**config.mk**
```make
export PLATFORM = sky130hd
export DESIGN_NAME = memory_round_controller
export DESIGN_NICKNAME = d
export VERILOG_FILES = /design/src/rtl/memory_round_controller.sv
export SDC_FILE = /design/constraint.sdc
export NUM_CORES = 1
export LEC_CHECK = 0
export BUFFER_PORTS_ARGS = -buffer_cell sky130_fd_sc_hd__buf_4
export CORE_AREA = 5 5 89 91
export CTS_CLUSTER_DIAMETER = 150
export DETAILED_ROUTE_END_ITERATION = 10
export DIE_AREA = 0 0 94 96
export PLACE_DENSITY = 0.73
export RECOVER_POWER = 100
export SYNTH_ARGS = -nofsm -noshare
export SYNTH_HDL_FRONTEND = slang
export SYNTH_SLANG_ARGS = --single-unit
```
**constraint.sdc**
```tcl
create_clock -name clk -period 2.1 [get_ports clk]
set_input_delay 0.42 -clock clk [delete_from_list [all_inputs] [get_ports clk]]
set_output_delay 0.42 -clock clk [all_outputs]
set_load 0.02 [all_outputs]
```
**src/rtl/memory_round_controller.sv**
```systemverilog
// memory_round_controller
//   Runs one Memory Matrix round: captures the generator's board pattern on
//   start, reveals it for SHOW_CYCLES cycles, then scores player selections
//   until every pattern tile is found (WIN) or MAX_MISSES wrong picks (LOSE).
//   Holds the board generator between rounds' capture and result.
//
// Ports
//   clk, reset        system clock, asynchronous active-high reset
//   start             level; begins a round from IDLE, WIN or LOSE
//   board_values      pattern from the generator, one bit per tile
//   gen_enable        advances the generator LFSR (idle/result states only)
//   sel_valid         single-cycle strobe for a player selection
//   sel_index         index of the selected tile
//   display           tile lamps
//   showing/playing   state flags for SHOW / PLAY
//   win/lose          round result flags
//   hits, misses      round score counters
//
// state | meaning
// ------+---------------------------------------------------------
// IDLE  | waiting for start, display dark, generator running
// SHOW  | pattern revealed, timer counting the reveal window
// PLAY  | accepting selections, display shows tiles found so far
// WIN   | all pattern tiles found; results held until start
// LOSE  | miss limit reached; answer revealed until start

module memory_round_controller #(
  parameter int TILES       = 16,
  parameter int SHOW_CYCLES = 100,
  parameter int MAX_MISSES  = 3
) (
  input  logic                            clk,
  input  logic                            reset,
  input  logic                            start,
  input  logic [TILES-1:0]                board_values,
  output logic                            gen_enable,
  input  logic                            sel_valid,
  input  logic [$clog2(TILES)-1:0]        sel_index,
  output logic [TILES-1:0]                display,
  output logic                            showing,
  output logic                            playing,
  output logic                            win,
  output logic                            lose,
  output logic [$clog2(TILES+1)-1:0]      hits,
  output logic [$clog2(MAX_MISSES+1)-1:0] misses
);

  localparam int HW = $clog2(TILES + 1);
  localparam int MW = $clog2(MAX_MISSES + 1);
  localparam int TW = (SHOW_CYCLES > 1) ? $clog2(SHOW_CYCLES) : 1;

  typedef enum logic [2:0] {
    IDLE = 3'd0,
    SHOW = 3'd1,
    PLAY = 3'd2,
    WIN  = 3'd3,
    LOSE = 3'd4
  } state_t;

  state_t           state, state_n;
  logic [TILES-1:0] target, target_n;
  logic [TILES-1:0] found, found_n;
  logic [TW-1:0]    timer, timer_n;
  logic [HW-1:0]    hits_q, hits_n;
  logic [MW-1:0]    misses_q, misses_n;

  logic [TILES-1:0] sel_mask;
  logic             sel_in_range;
  logic [MW-1:0]    misses_inc;

  assign sel_mask     = {{(TILES-1){1'b0}}, 1'b1} << sel_index;
  assign sel_in_range = (32'(sel_index) < 32'(TILES));
  assign misses_inc   = misses_q + MW'(1);

  always_ff @(posedge clk or posedge reset) begin
    if (reset) begin
      state    <= IDLE;
      target   <= '0;
      found    <= '0;
      timer    <= '0;
      hits_q   <= '0;
      misses_q <= '0;
    end else begin
      state    <= state_n;
      target   <= target_n;
      found    <= found_n;
      timer    <= timer_n;
      hits_q   <= hits_n;
      misses_q <= misses_n;
    end
  end

  always_comb begin
    state_n  = state;
    target_n = target;
    found_n  = found;
    timer_n  = timer;
    hits_n   = hits_q;
    misses_n = misses_q;
    case (state)
      IDLE, WIN, LOSE: begin
        if (start) begin
          state_n  = SHOW;
          target_n = board_values;
          found_n  = '0;
          timer_n  = '0;
          hits_n   = '0;
          misses_n = '0;
        end
      end
      SHOW: begin
        if (timer == TW'(SHOW_CYCLES - 1)) begin
          state_n = PLAY;
          timer_n = '0;
        end else begin
          timer_n = timer + TW'(1);
        end
      end
      PLAY: begin
        if (sel_valid && sel_in_range) begin
          if ((target & sel_mask) != '0) begin
            // re-selecting an already found tile is neither a hit nor a miss
            if ((found & sel_mask) == '0) begin
              found_n = found | sel_mask;
              hits_n  = hits_q + HW'(1);
              if ((found | sel_mask) == target) state_n = WIN;
            end
          end else begin
            misses_n = misses_inc;
            if (misses_inc == MW'(MAX_MISSES)) state_n = LOSE;
          end
        end else if (found == target) begin
          // covers an empty board, which has nothing to find
          state_n = WIN;
        end
      end
      default: state_n = IDLE;
    endcase
  end

  assign gen_enable = (state == IDLE) || (state == WIN) || (state == LOSE);
  assign showing    = (state == SHOW);
  assign playing    = (state == PLAY);
  assign win        = (state == WIN);
  assign lose       = (state == LOSE);
  assign hits       = hits_q;
  assign misses     = misses_q;
  assign display    = (state == IDLE) ? '0 :
                      (state == PLAY) ? found : target;

endmodule

```
## Yosys cells after proc, flatten, opt, wreduce, memory -nomap -nowiden

Index checks and enable logic that the tools add are counted.

| word-level totals | value |
|---|---|
| input bits | 24 |
| bits in registers | 49 |
| logic and storage cells | 72 |
| output and inout port bits | 28 |

| cells by class | value |
|---|---|
| shift operators | 1 |
| add/sub/neg operators | 3 |
| equality and inequality tests | 18 |
| multiplexer cells | 28 |
| bitwise logic cells | 3 |
| reductions and logical operators | 13 |

Operator list:

| cell | number |
|---|---|
| $mux 16 | 6 |
| $and 16x16->16 | 2 |
| $eq 16x16->1 | 2 |
| $pmux 16 s2 | 1 |
| $mux 3 | 8 |
| $mux 5 | 4 |
| $logic_not 16->1 | 1 |
| $or 16x16->16 | 1 |
| $reduce_bool 16->1 | 1 |
| $shl 1x4->16 const A | 1 |
| $mux 7 | 2 |
| $pmux 7 s2 | 1 |
| $pmux 5 s2 | 1 |
| $pmux 3 s3 | 1 |
| $ne 4x3->1 const B | 2 |
| $add 7x1->7 const B | 1 |
| $eq 7x7->1 const B | 1 |
| $eq 3x2->1 const B | 2 |
| $mux 2 | 3 |
| $ne 2x1->1 const B | 3 |
| $ne 2x2->1 const B | 3 |
| $reduce_and 6->1 | 1 |
| $add 5x1->5 const B | 1 |
| $reduce_and 5->1 | 1 |
| 13 further kinds | 16 |

## Depth between registers and ports, before layout

Gate-level depths: netlist of the first run.

| logic depth | value |
|---|---|
| word-level depth | 8 |
| gate-level depth with buffers | 11 |
| gate-level depth less buffers | 8 |

## Worst setup path after synthesis of the first run

OpenSTA, ideal clock, no wires.

| path | value |
|---|---|
| kind | register to output |
| start | register state[1] |
| end | output port display[10] |
| stages on the path, launching flop included | 9 |
| buffers on the path | 3 |
| data required time | 1.680 ns |
| setup slack | -0.386 ns |
| data arrival time | 2.066 ns |
| cell sequence | dfrtp_1 -> nor2b_1 -> nand2_1 -> clkbuf_1 -> inv_1 -> clkbuf_1 -> clkbuf_1 -> nand2_1 -> a21oi_1 |

| on the way | value |
|---|---|
| word-level cells in the longest chain between the ends | 3 |
| elaborated cells between the ends (all ways) | 4 |
| those cells by class | eq/ne (1); mux (2); reduce/logical (1) |

Ends and longest elaborated chain:

| element | RTL line | text |
|---|---|---|
| start, declared | 60 | `state_t state, state_n;` |
| start signal, assigned | 84 | `state <= state_n;` |
| $eq 3x2->1 | n/a |  |
| via playing | 41 | `output logic playing,` |
| $mux 16 | 149 | `(state == PLAY) ? found : target;` |
| $mux 16 | 148 | `assign display = (state == IDLE) ? '0 :` |
| end, declared | 39 | `output logic [TILES-1:0] display,` |

The timed path passes the listed nets, and every way through them passes these cells.

## Worst setup path in the final report of the first run

| path | value |
|---|---|
| start | register found[0] |
| end | register found[0] |

| on the way | value |
|---|---|
| word-level cells in the longest chain between the ends | 5 |
| elaborated cells between the ends (all ways) | 9 |
| those cells by class | eq/ne (1); mux (4); bitwise (2); reduce/logical (2) |

Ends and longest elaborated chain:

| element | RTL line | text |
|---|---|---|
| start, declared | 62 | `logic [TILES-1:0] found, found_n;` |
| start signal, assigned | 86 | `found <= found_n;` |
| parallel branches: the longest is 5 deep, another holds $and 16x16->16 | n/a |  |

Several ways; the timed one is not identified. The select of a mux whose other input is x is not followed.
A chain may end at the register's enable or synchronous reset.

==> impl_results.md, run 1 <==
* Yosys warning total at 0
* Leakage Power at 2.392 nW
* Core box area at 0.007059 mm^2
* CP Max Fanout at 7
* Clock transition at the registers of the reported paths at 0.09 ns
* Final setup margin at -0.2576 ns
* Vias at 3803
* Final Hold Viols at 0
* Avg Synthesized Cell Area at 8.048 um^2
* Yosys cell types at 60
* Final period util at 112.3%
* Failing checks: setup timing
* Final setup fails at 32
* GP Congestion at between 0.9 and 1
* Worst hold margin at 0.2985 ns
* Slew Viols, Final at 0
* RSZ-0062 raised after global routing: true
* Post-synth EDFFs at 0
* Critical Path RT at 2.33 ns
* Root Driver: clkbuf_8
* # fillers at 539
* Share of cells above drive strength 1 at 40.93%
* Io pins at 52
* Clock power frac at under 10%
* Crit path capture type: flip-flop
* Synthesized flop and latch total at 49
* Initial core utilization at 48.23%
* Overflow after GRT at 0
* Cell area after synthesis at 0.003405 mm^2
* Sw Ratio at 46.60%
* PwrDens at 1252 mW/mm^2
* Die area at 0.009024 mm^2
* Post-DP HPWL at 8.408 mm
* Dpl ws at -0.4966 ns
* Site Rows at 31
* DRT antenna net count at 0
* Die H at around 96 um
* Max-capacitance violation count at 0
* Tightest Pin Transition at roughly 0.95 ns
* Outcome: complete, but fails checks
* Clock Sinks at 49
* Post-layout min period at 2.358 ns
* Post-Route WL at 12.07 mm
* Maximum number of pins on one net before global-route repair at 27
* Gr usage total at 25.27%
* CTS tree: built
* Routed WL per cell at 18.39 um
* Drt first pass iters at 5
* Psw at between 0.003 and 0.004 W
* Number of global-route vias before repair at 3630
* Clk_skew at 0.01023 ns
* DRT iter0 DRCs at 425
* Internal power at 0.003462 W
* IO buf count at 51
* Fin nets at 584
* H-tree levels at 2
* WS Path Type: reg -> reg
* Most common cell after layout, fill and taps aside: buf_4
* Die width at 94 um
* Residual DRC count at 0
* Worst VDD drop at about 0.0006 V
* Max Clk Rate at 0.4242 GHz
* Antenna violations before repair at 0
* Logic pwr share at 66.9%
* Global-route wire length before repair at 17.86 mm
* Slew HR at 36.80%
* Area Overhead vs Synth at 52.08%
* CTS Buf Count at 5
* CP arrival at 2.59 ns
* Synth Flop Type: dfrtp_1
* Reg power frac at 23.9%
* Ant. Diodes at 0
* Seq/Total Area, Yosys at a little over a third
* Longest Clk Path Bufs at 2
* Ys async rst share at 100.0%
* Vias per cell at 5.797
* Most frequent cells in the layout: buf_4, nand2_1, dfrtp_1
* Hold Path Class: in -> reg
* Startpoint Class: flip-flop
* Worst-skew pair later-pin latency at 0.31 ns
* Post-Syn Instances at 423
* Syn Nets at 450
## cell families after synthesis
| family | Yosys count | synth area share, % |
|---|---|---|
| AND/OR/NAND/NOR | 193 | 28.08 |
| buffers and inverters | 43 | 5.843 |
| flip-flops | 49 | 36.02 |
| XOR/XNOR | 30 | 7.718 |
| multiplexers | 10 | 3.087 |
| adder cells (fa/ha/maj) | 3 | 1.103 |
| AO/OA/AOI/OAI | 95 | 18.16 |
## timing repair
item | CTS | global route
hold buffers | 0 | 0
setup buffers | 9 | 3
pin swaps | 8 | 32
resized for setup | 19 | 65
cloned | 0 | 3
setup endpoints to repair | 33 | 39
## per-stage QoR
step / cells / setup TNS [ns] / cell area (um^2) / util [%] / total power, W
floorplan: 423 / -2.868 / 3536 / - / 0.003565
global placement: 635 / -8.373 / 4622 / 65.47 / 0.005076
detailed placement: 635 / -9.321 / 4622 / 65.47 / 0.005135
CTS: 650 / -2.308 / 4878 / 69.11 / 0.005912
global route: 656 / -5.787 / 5177 / 73.34 / 0.006841
finish: 656 / -3.036 / 5177 / 73.34 / 0.006484
## final timing paths
| path | startpoint | endpoint | slack [ns] | cells past startpoint |
|---|---|---|---|---|
| setup reg to reg | found[0] | found[0] | -0.26 | 8 |
| hold reg to reg | timer[6] | timer[6] | 0.50 | 1 |
| setup / recovery | found[0] | found[0] | -0.26 | 8 |
| hold / removal | board_values[6] | target[6] | 0.30 | 3 |
| min in group asynchronous | reset | target[7] | 0.32 | 2 |
| max in group asynchronous | reset | target[0] | 0.53 | 3 |
## Yosys cell counts (10+ instances only)
cell type / n / share of area (%)
nor3_1: 14 / 2.1
o21ai_0: 22 / 3.2
inv_1: 18 / 2.0
o21a_1: 10 / 2.2
a21oi_1: 30 / 4.4
or3_1: 10 / 1.8
nand2_1: 98 / 11
xor2_1: 10 / 2.6
dfrtp_1: 49 / 36
xnor2_1: 20 / 5.1
nor2_1: 17 / 1.9
nand4_1: 10 / 1.8
clkbuf_1: 11 / 1.2
## layer usage
layer	up-vias	global-route usage (%)	wire length [um]
li1	1746	-	-
met1	1871	33.58	5190
met2	154	42.93	5923
met3	32	3.284	649
met4	0	7.822	303
met5	-	0	0
## state kept, by name (all words and copies together) (netlist names)
register	cells
found	16
hits	5
misses	2
state	3
target	16
timer	7
## power groups by stage
stage               clock network (W)  registers [W]  logic, W
floorplan                           0        0.00158   0.00199
global placement                    0        0.00154   0.00354
detailed placement                  0        0.00154   0.00359
CTS                          0.000596        0.00153   0.00379
global route                 0.000637        0.00158   0.00462
finish                       0.000597        0.00155   0.00434
## final cells by class
type                       instances  area [um^2]  share of cell area, %
tap                               99        123.9                  2.392
clock buffer                       6        82.58                  1.595
clock inverter                     1        7.507                 0.1450
sequential                        49         1226                  23.68
timing repair buffer             151         1274                  24.60
inverter                          19        73.82                  1.426
multi-input combinational        331         2390                  46.16
## critical path, cell delays in order (launching register included)
cell and delay (ns):
dfrtp_1 0.43, mux2_4 0.29, a32o_2 0.24, a2111oi_4 0.21, o211ai_2 0.17, or2_4 0.28
clkbuf_16 0.17, or3_1 0.35, a21oi_2 0.15
(Power assumes the default switching activity.)
==> inputs of run 2 (changes only) <==
- RECOVER_POWER: 100 -> 25
==> impl_results.md, run 2 (synthesis gave the netlist of run 1 again) <==
* Outcome: complete, but fails checks
* Failing checks: setup timing
* Startpoint Class: flip-flop
* CP Max Fanout at 7
* Hold Path Depth at 3
* DRT antenna net count at 0
* CP arrival at 2.58 ns
* R2R cell count at 8
* Slew HR at 33.50%
* Worst R2R Setup Slack at -0.25 ns
* Area Overhead vs Synth at 53.95%
* # fillers at 523
* Biggest regs: found (16), target (16), timer (7)
* Antenna violations before repair at 0
* Final setup fails at 23
* Dpl ws at -0.4966 ns
* Worst r2r dst: found[0]
* Final total power at 0.006547 W
* Fin nets at 584
* Psw at 0.003032 W
* Worst VDD drop at 0.0006327 V
* WS Path Type: reg -> reg
* Internal power at around 0.0035 W
* Final period util at 111.8%
* Max-capacitance violation count at 0
* Crit path capture type: flip-flop
* Sw Ratio at 46.32%
* Ant. Diodes at 0
* H-tree levels at 2
* Most frequent cells in the layout: buf_4, nand2_1, dfrtp_1
* Hold Path Sink: target[6]
* Global-route wire length before repair at between 15 and 20 mm
* Root Driver: clkbuf_8
* Final setup margin at -0.2476 ns
* Slew Viols, Final at 0
* Clock power frac at 9.1%
* GP Congestion at around 0.97
* Final Hold Viols at 0
* Hold-fix buffers, CTS at 0
* Leakage Power at roughly 2.4 nW
* Maximum number of pins on one net before global-route repair at 27
* DRT iter0 DRCs at between 400 and 500
* Io pins at 52
* Drt first pass iters at 6
* Max Clk Rate at 0.4260 GHz
* Clock transition at the registers of the reported paths at 0.09 ns
* Setup_tns at -2.675 ns
* Core box area at a little over 0.007 mm^2
* Die H at 96 um
* Die area at 0.009024 mm^2
* Gr usage total at 25.27%
* Overflow after GRT at 0
* Tightest Pin Transition at 0.9964 ns
* Min-Delay Startpoint: board_values[6]
* Most common cell after layout, fill and taps aside: buf_4
* Post-DP HPWL at about 8.4 mm
* Post-layout min period at 2.348 ns
* Worst flop-to-flop path startpoint: found[0]
* IO buf count at 51
* Number of global-route vias before repair at 3630
* Vias at 3797
* Clock Sinks at 49
* Vias per cell at slightly below 6
* Residual DRC count at 0
* Site Rows at 31
* Critical Path RT at 2.34 ns
* Reg power frac at 23.7%
* Die width at 94 um
* CTS tree: built
* PwrDens at 1249 mW/mm^2
* CTS Buf Count at 5
* Share of cells above drive strength 1 at between 40% and 50%
* Logic pwr share at 67.1%
* Hold Path Class: in -> reg
* Initial core utilization at 48.23%
* RSZ-0062 raised after global routing: true
* Longest Clk Path Bufs at 2
* Clk_skew at 0.01104 ns
* Worst-skew pair later-pin latency at between 0.3 and 0.4 ns
* Post-Route WL at between 10 and 15 mm
* Routed WL per cell at 18.48 um
## run 2: cell count changes in the layout (fill, tap and decap cells not counted), sizes merged
cell and change:
buf +13, clkbuf -13
## run 2: power by group through the flow
stage | Combinational, W | Clock, W | Sequential (W)
3_5_place_dp | 0.00359 | 0 | 0.00154
5_1_grt | 0.00468 | 0.000637 | 0.00158
4_1_cts | 0.00379 | 0.000596 | 0.00153
2_1_floorplan | 0.00199 | 0 | 0.00158
3_3_place_gp | 0.00354 | 0 | 0.00154
6_report | 0.00440 | 0.000597 | 0.00155
## run 2: timing repair
action | CTS | global route
setup endpoints to repair | 33 | 39
setup buffers | 9 | 3
gates cloned | 0 | 3
pin swaps | 8 | 32
resized for setup | 19 | 65
## run 2: worst max-delay path by stage
stage                 startpoint  endpoint  cells after the start
floorplan           sel_index[1]  state[1]                      9
finish                  found[0]  found[0]                      8
global route            found[0]  found[0]                      8
CTS                     found[0]  found[4]                      8
global placement    sel_index[2]  state[1]                      9
detailed placement  sel_index[0]  found[4]                      9
## run 2: layout make-up
type | instances | area (um^2) | share of cell area (%)
clock buffers | 6 | 82.58 | 1.576
clock inverters | 1 | 7.507 | 0.1432
inverters | 19 | 73.82 | 1.408
multi-input cells | 331 | 2397 | 45.74
repair buffers | 151 | 1330 | 25.38
flip-flops and latches | 49 | 1226 | 23.39
well taps | 99 | 123.9 | 2.363
## run 2: critical path: stages (launching register included)
cell       delay [ns]
dfrtp_1          0.43
mux2_4           0.29
a32o_2           0.24
a2111oi_4        0.21
o211ai_2         0.18
or2_4            0.28
clkbuf_16        0.16
or3_1            0.34
a21oi_2          0.14
## run 2: per-stage QoR
| step | cell area [um^2] | util (%) | hold WS, ns | instances |
|---|---|---|---|---|
| floorplan | 3536 | - | 0.4514 | 423 |
| global placement | 4622 | 65.47 | 0.4800 | 635 |
| detailed placement | 4622 | 65.47 | 0.4902 | 635 |
| CTS | 4878 | 69.11 | 0.1724 | 650 |
| global route | 5241 | 74.25 | 0.3024 | 656 |
| finish | 5241 | 74.25 | 0.2968 | 656 |
## run 2: metal layers
metal / wire length [um] / part of all wire [%] / GRT usage (%)
met5: 0 / 0 / 0
met4: 261 / 2.2 / 7.822
met2: 5972 / 49 / 42.93
met3: 828 / 6.8 / 3.284
met1: 5058 / 42 / 33.58
